`src/rtl/exc_ctrl.sv`:
```
// exc_ctrl: exception sequencer that saves EPC/Cause/Status to CP0 and redirects the PC.
module exc_ctrl #(
  parameter logic [31:0] HANDLER_ADDR = 32'h00400004,
  parameter int          NUM_INT      = 4
) (
  input  logic               clk,
  input  logic               rst,
  input  logic               syscall,
  input  logic               breakc,
  input  logic               teq,
  input  logic               zero,
  input  logic               eret,
  input  logic [31:0]        pc,
  input  logic [NUM_INT-1:0] irq,
  input  logic [31:0]        status,
  input  logic [31:0]        epc,
  output logic               stall,
  output logic               cp0_we,
  output logic [4:0]         cp0_waddr,
  output logic [31:0]        cp0_wdata,
  output logic               pc_redirect,
  output logic [31:0]        pc_target,
  output logic [NUM_INT-1:0] irq_ack
);
  typedef enum logic [2:0] {IDLE, S_EPC, S_CAUSE, S_STAT, S_JUMP, R_STAT, R_JUMP} state_t;
  state_t             r_state;
  logic [31:0]        r_pc, r_status;
  logic [4:0]         r_code;
  logic [NUM_INT-1:0] r_line;
  logic               w_ge, w_sys, w_brk, w_tq, w_int, w_take;
  logic [NUM_INT-1:0] w_low;
  logic [31:0]        w_cause;
  assign w_ge   = status[0];
  assign w_sys  = syscall & w_ge & status[1];
  assign w_brk  = breakc & w_ge & status[2];
  assign w_tq   = teq & zero & w_ge & status[3];
  assign w_int  = (|irq) & w_ge;
  assign w_take = w_sys | w_brk | w_tq | w_int;
  // isolates the lowest set irq line
  assign w_low   = irq & (~irq + NUM_INT'(1));
  assign w_cause = (32'(r_line) << 8) | (32'(r_code) << 2);
  always_ff @(posedge clk or posedge rst) begin
    if (rst) begin
      r_state  <= IDLE;
      r_pc     <= '0;
      r_status <= '0;
      r_code   <= '0;
      r_line   <= '0;
    end else begin
      unique case (r_state)
        IDLE: begin
          if (eret) r_state <= R_STAT;
          else if (w_take) begin
            r_state  <= S_EPC;
            r_pc     <= pc;
            r_status <= status;
            r_code   <= w_sys ? 5'b01000 : w_brk ? 5'b01001 : w_tq ? 5'b01101 : 5'b00000;
            r_line   <= (w_sys | w_brk | w_tq) ? '0 : w_low;
          end
        end
        S_EPC:   r_state <= S_CAUSE;
        S_CAUSE: r_state <= S_STAT;
        S_STAT:  r_state <= S_JUMP;
        R_STAT:  r_state <= R_JUMP;
        default: r_state <= IDLE;
      endcase
    end
  end
  assign stall       = (r_state != IDLE) | eret | w_take;
  assign cp0_we      = r_state inside {S_EPC, S_CAUSE, S_STAT, R_STAT};
  assign cp0_waddr   = r_state == S_EPC ? 5'd14 : r_state == S_CAUSE ? 5'd13 :
                       (r_state == S_STAT || r_state == R_STAT) ? 5'd12 : 5'd0;
  assign cp0_wdata   = r_state == S_EPC ? r_pc : r_state == S_CAUSE ? w_cause :
                       r_state == S_STAT ? r_status << 4 : r_state == R_STAT ? status >> 4 : 32'd0;
  assign pc_redirect = r_state inside {S_JUMP, R_JUMP};
  assign pc_target   = r_state == S_JUMP ? HANDLER_ADDR : r_state == R_JUMP ? epc : 32'd0;
  assign irq_ack     = r_state == S_JUMP ? r_line : '0;
endmodule

```
`config.mk`:
```
export PLATFORM = sky130hd
export DESIGN_NAME = exc_ctrl
export DESIGN_NICKNAME = d
export VERILOG_FILES = /design/src/rtl/exc_ctrl.sv
export SDC_FILE = /design/constraint.sdc
export NUM_CORES = 1
export LEC_CHECK = 0
export CAP_MARGIN = 20
export CELL_PAD_IN_SITES_DETAIL_PLACEMENT = 1
export CELL_PAD_IN_SITES_GLOBAL_PLACEMENT = 1
export CORE_ASPECT_RATIO = 0.5
export CORE_MARGIN = 2
export CORE_UTILIZATION = 34
export DETAILED_ROUTE_END_ITERATION = 10
export PLACE_DENSITY_LB_ADDON = 0.1
export SLEW_MARGIN = 20
export SYNTH_ARGS = -nofsm -noshare
export SYNTH_HDL_FRONTEND = slang
export SYNTH_SLANG_ARGS = --single-unit
```
`constraint.sdc`:
```
create_clock -name clk -period 3.8 [get_ports clk]
set_input_delay 0.57 -clock clk [delete_from_list [all_inputs] [get_ports clk]]
set_output_delay 0.57 -clock clk [all_outputs]
set_load 0.02 [all_outputs]
```
==> metrics.md <==
| Metric | Value |
|---|---|
| Initial DRC Count | 180 |
| Post-synthesis simple-gate area fraction | 16.6% |
| Post-cts gate resize count | 0 |
| Slew Limit Headroom | 46.1% |
| Clock Skew | 4.70 ps |
| Via/cell ratio | 4.99 |
| Mux cell area share after synthesis | 24.8% |
| Hold WC Path Type | flop to flop |
| Post-CTS setup buffer count | 0 |
| CTS tree | done |
| Non-filler cells in the finished layout | 690 |
| Inst Count DP | 676 |
| Total grt overflow | 0 |
| Library cells used by synthesis | 35 |
| Core area | 11,200 um^2 |
| Slowest stage delay, CP | 610 ps |
| Synth Area in Compound Gates | 9.05% |
| Worst-path clk slew | 50 ps |
| Fillers | 1,199 |
| H-Tree Depth | 3 |
| Worst-margin pin slew | 797 ps |
| Most common cell after layout, fill and taps aside | clkdlybuf4s50_1 |
| Setup crit end kind | primary output |
| Synth Warn # | 0 |
| Die area | 12,600 um^2 |
| Power Density | 738 nW/um^2 |
| Synth top area share | 44.1% |
| Commonest non-fill, non-tap cells in the layout | clkdlybuf4s50_1 (181), dfrtp_1 (68), mux2_2 (54) |
| Top Family by Delay on Critical Path | buffers and inverters |
| Worst R2R Setup Slack | 1550 ps |
| Via count | 3,441 |
| GPL Wtd Cong | 0.771 |
| Clock tree sinks | 70 |
| Tmin final | 3210 ps |
| Final setup viols | 0 |
| Buf/Inv on CP | 2 |
| Peak VDD IR | 0.356 mV |
| Hold Fails Final Rpt | 0 |
| Cell taking the most area after synthesis | dfrtp_1 |
| XOR/XNOR Fraction of Synth Area | 0.221% |
| Post-synthesis cell area | 3970 um^2 |
| Seq cells post-synth | 70 |
| Largest net degree at the start of global routing | 86 |
| Clock latency on the worst-skew pair | 330 ps |
| Fmax achieved | 312 MHz |
| CTS Hold Bufs | 0 |
| WL final | 12.6 mm |
| Slowest cell on crit path | clkdlybuf4s50_1 |
| P&R area growth vs syn | 55.5% |
| CP required | 3230 ps |
| Crit Path Max Fanout | 51 |
| Port Buffer Count | 181 |
| Root Buffer | clkbuf_16 |
| Register area share after synthesis | 44.1% |
| NumNets Final | 635 |
| Crit path cell chain | buf_4, mux2i_1, o22ai_1, a22o_1, clkdlybuf4s50_1 |
| Post-route ant nets | 0 |
| Syn Nets | 469 |
| TritonCTS Buffers | 9 |
| CTS max path bufs | 2 |
| Startpoint types | flop |
| Post-synthesis adder-cell area fraction | 0% |
| Initial Utilization | 35.5% |
| Max-Cap Viols | 0 |
| Top-level I/O count | 183 |
| Global Route Usage Sum | 20.1% |
| Slew Viols, Final | 0 |
| DRT Pass-1 Iters | 4 |
| Final TNS setup | 0 ps |
| Lkg Pwr | 2.59 nW |
| Vias in the first global route | 3,454 |
| Row cnt | 27 |
| RSZ-0062 raised after global routing | no |
| Critical path class | flop to primary output |
| Post-route clock period utilization | 84.4% |
| Antenna Cells | 0 |
| Mapped Cells | 362 |
| Die extent in x | 157 um |
| WL/cell | 18.3 um |
| Dominant cells by area after synthesis | dfrtp_1 (44%), mux2_2 (15%), mux2i_1 (8.1%), and3_1 (5.0%), and2_1 (3.5%) |
| Largest family of logic cells by synthesized area | multiplexers |
| Crit path DAT | 2640 ps |
| Share of layout cells above drive strength 1 | 14.9% |
| Mapped Avg Cell Area | 11.0 um^2 |
| Dpl hpwl | 9.17 mm |
| Die height | 80.4 um |
| Final Total Pwr | 4.56 mW |
| First-pass GRT wire length | 19.3 mm |
| Status | finished, final reports clean |
| Initial antenna violation count | 1 |
| Remaining DRCs | 0 |
[cells by family (layout without fill, tap and decap cells)]
logic type | after synthesis | in the layout
simple gates | 108 | 108
mux | 91 | 91
flops | 70 | 70
compound gates | 52 | 52
buf+inv | 39 | 208
other cells | 1 | 1
xor+xnor | 1 | 1
[per-layer routing]
metal / GRT usage [%] / wire (um) / vias to the layer above
met5: 0 / 13 / -
met3: 6.15 / 789 / 11
li1: - / - / 1634
met2: 36.1 / 6210 / 98
met4: 4.31 / 112 / 2
met1: 24.0 / 5500 / 1696
[registers in the layout, summed over array words and instances, names as in the netlist]
signal	count
r_code	3
r_line	4
r_pc	32
r_state	3
r_status	28
[through the flow]
stage	instance area (um^2)	worst slack [ps]	util (%)	hold WS, ps
floorplan	3970	1240	-	435
global placement	5880	743	52.6	449
detailed placement	5880	708	52.6	458
CTS	6170	576	55.2	472
global route	6170	408	55.2	513
finish	6170	591	55.2	477
[path summary, 6_finish.rpt]
kind                              from      endpoint  cells after the start
setup / recovery            r_state[2]  cp0_wdata[9]                      5
hold / removal             r_status[0]   r_status[0]                      1
setup reg to reg            r_state[1]     r_line[3]                      3
hold reg to reg            r_status[0]   r_status[0]                      1
max in group asynchronous          rst      r_pc[30]                      3
min in group asynchronous          rst       r_pc[3]                      2
[cells in the mapped netlist, drive strengths merged]
master,instances
o311ai,1
a311oi,1
nand3,3
nand2,9
mux2,59
a22o,9
and3,32
clkbuf,20
nor3,1
dfrtp,70
o21ai,22
nor4,1
xor2,1
or4,2
nor3b,1
nor2b,1
buf,13
o41ai,1
and2,22
conb,1
nor4b,1
o211ai,1
mux2i,32
nand2b,5
a32o,5
o22ai,7
a21oi,5
inv,6
nand3b,18
nor2,12
[layout make-up]
class	instances	area (um^2)	area share (%)
Multi-Input combinational cell	253	2010	32.6
Timing Repair Buffer	188	1890	30.6
Sequential cell	70	1760	28.5
Clock buffer	13	260	4.22
Tap cell	159	199	3.22
Clock inverter	1	30.0	0.487
Inverter	6	22.5	0.365
[report_power, final]
| group | switching (mW) | internal, mW | total [mW] |
|---|---|---|---|
| sequential | 0.246 | 1.11 | 1.36 |
| combinational | 1.16 | 1.21 | 2.37 |
| clock | 0.291 | 0.537 | 0.828 |
| total | 1.69 | 2.86 | 4.56 |
No activity file was read; power rests on OpenSTA's default activity.
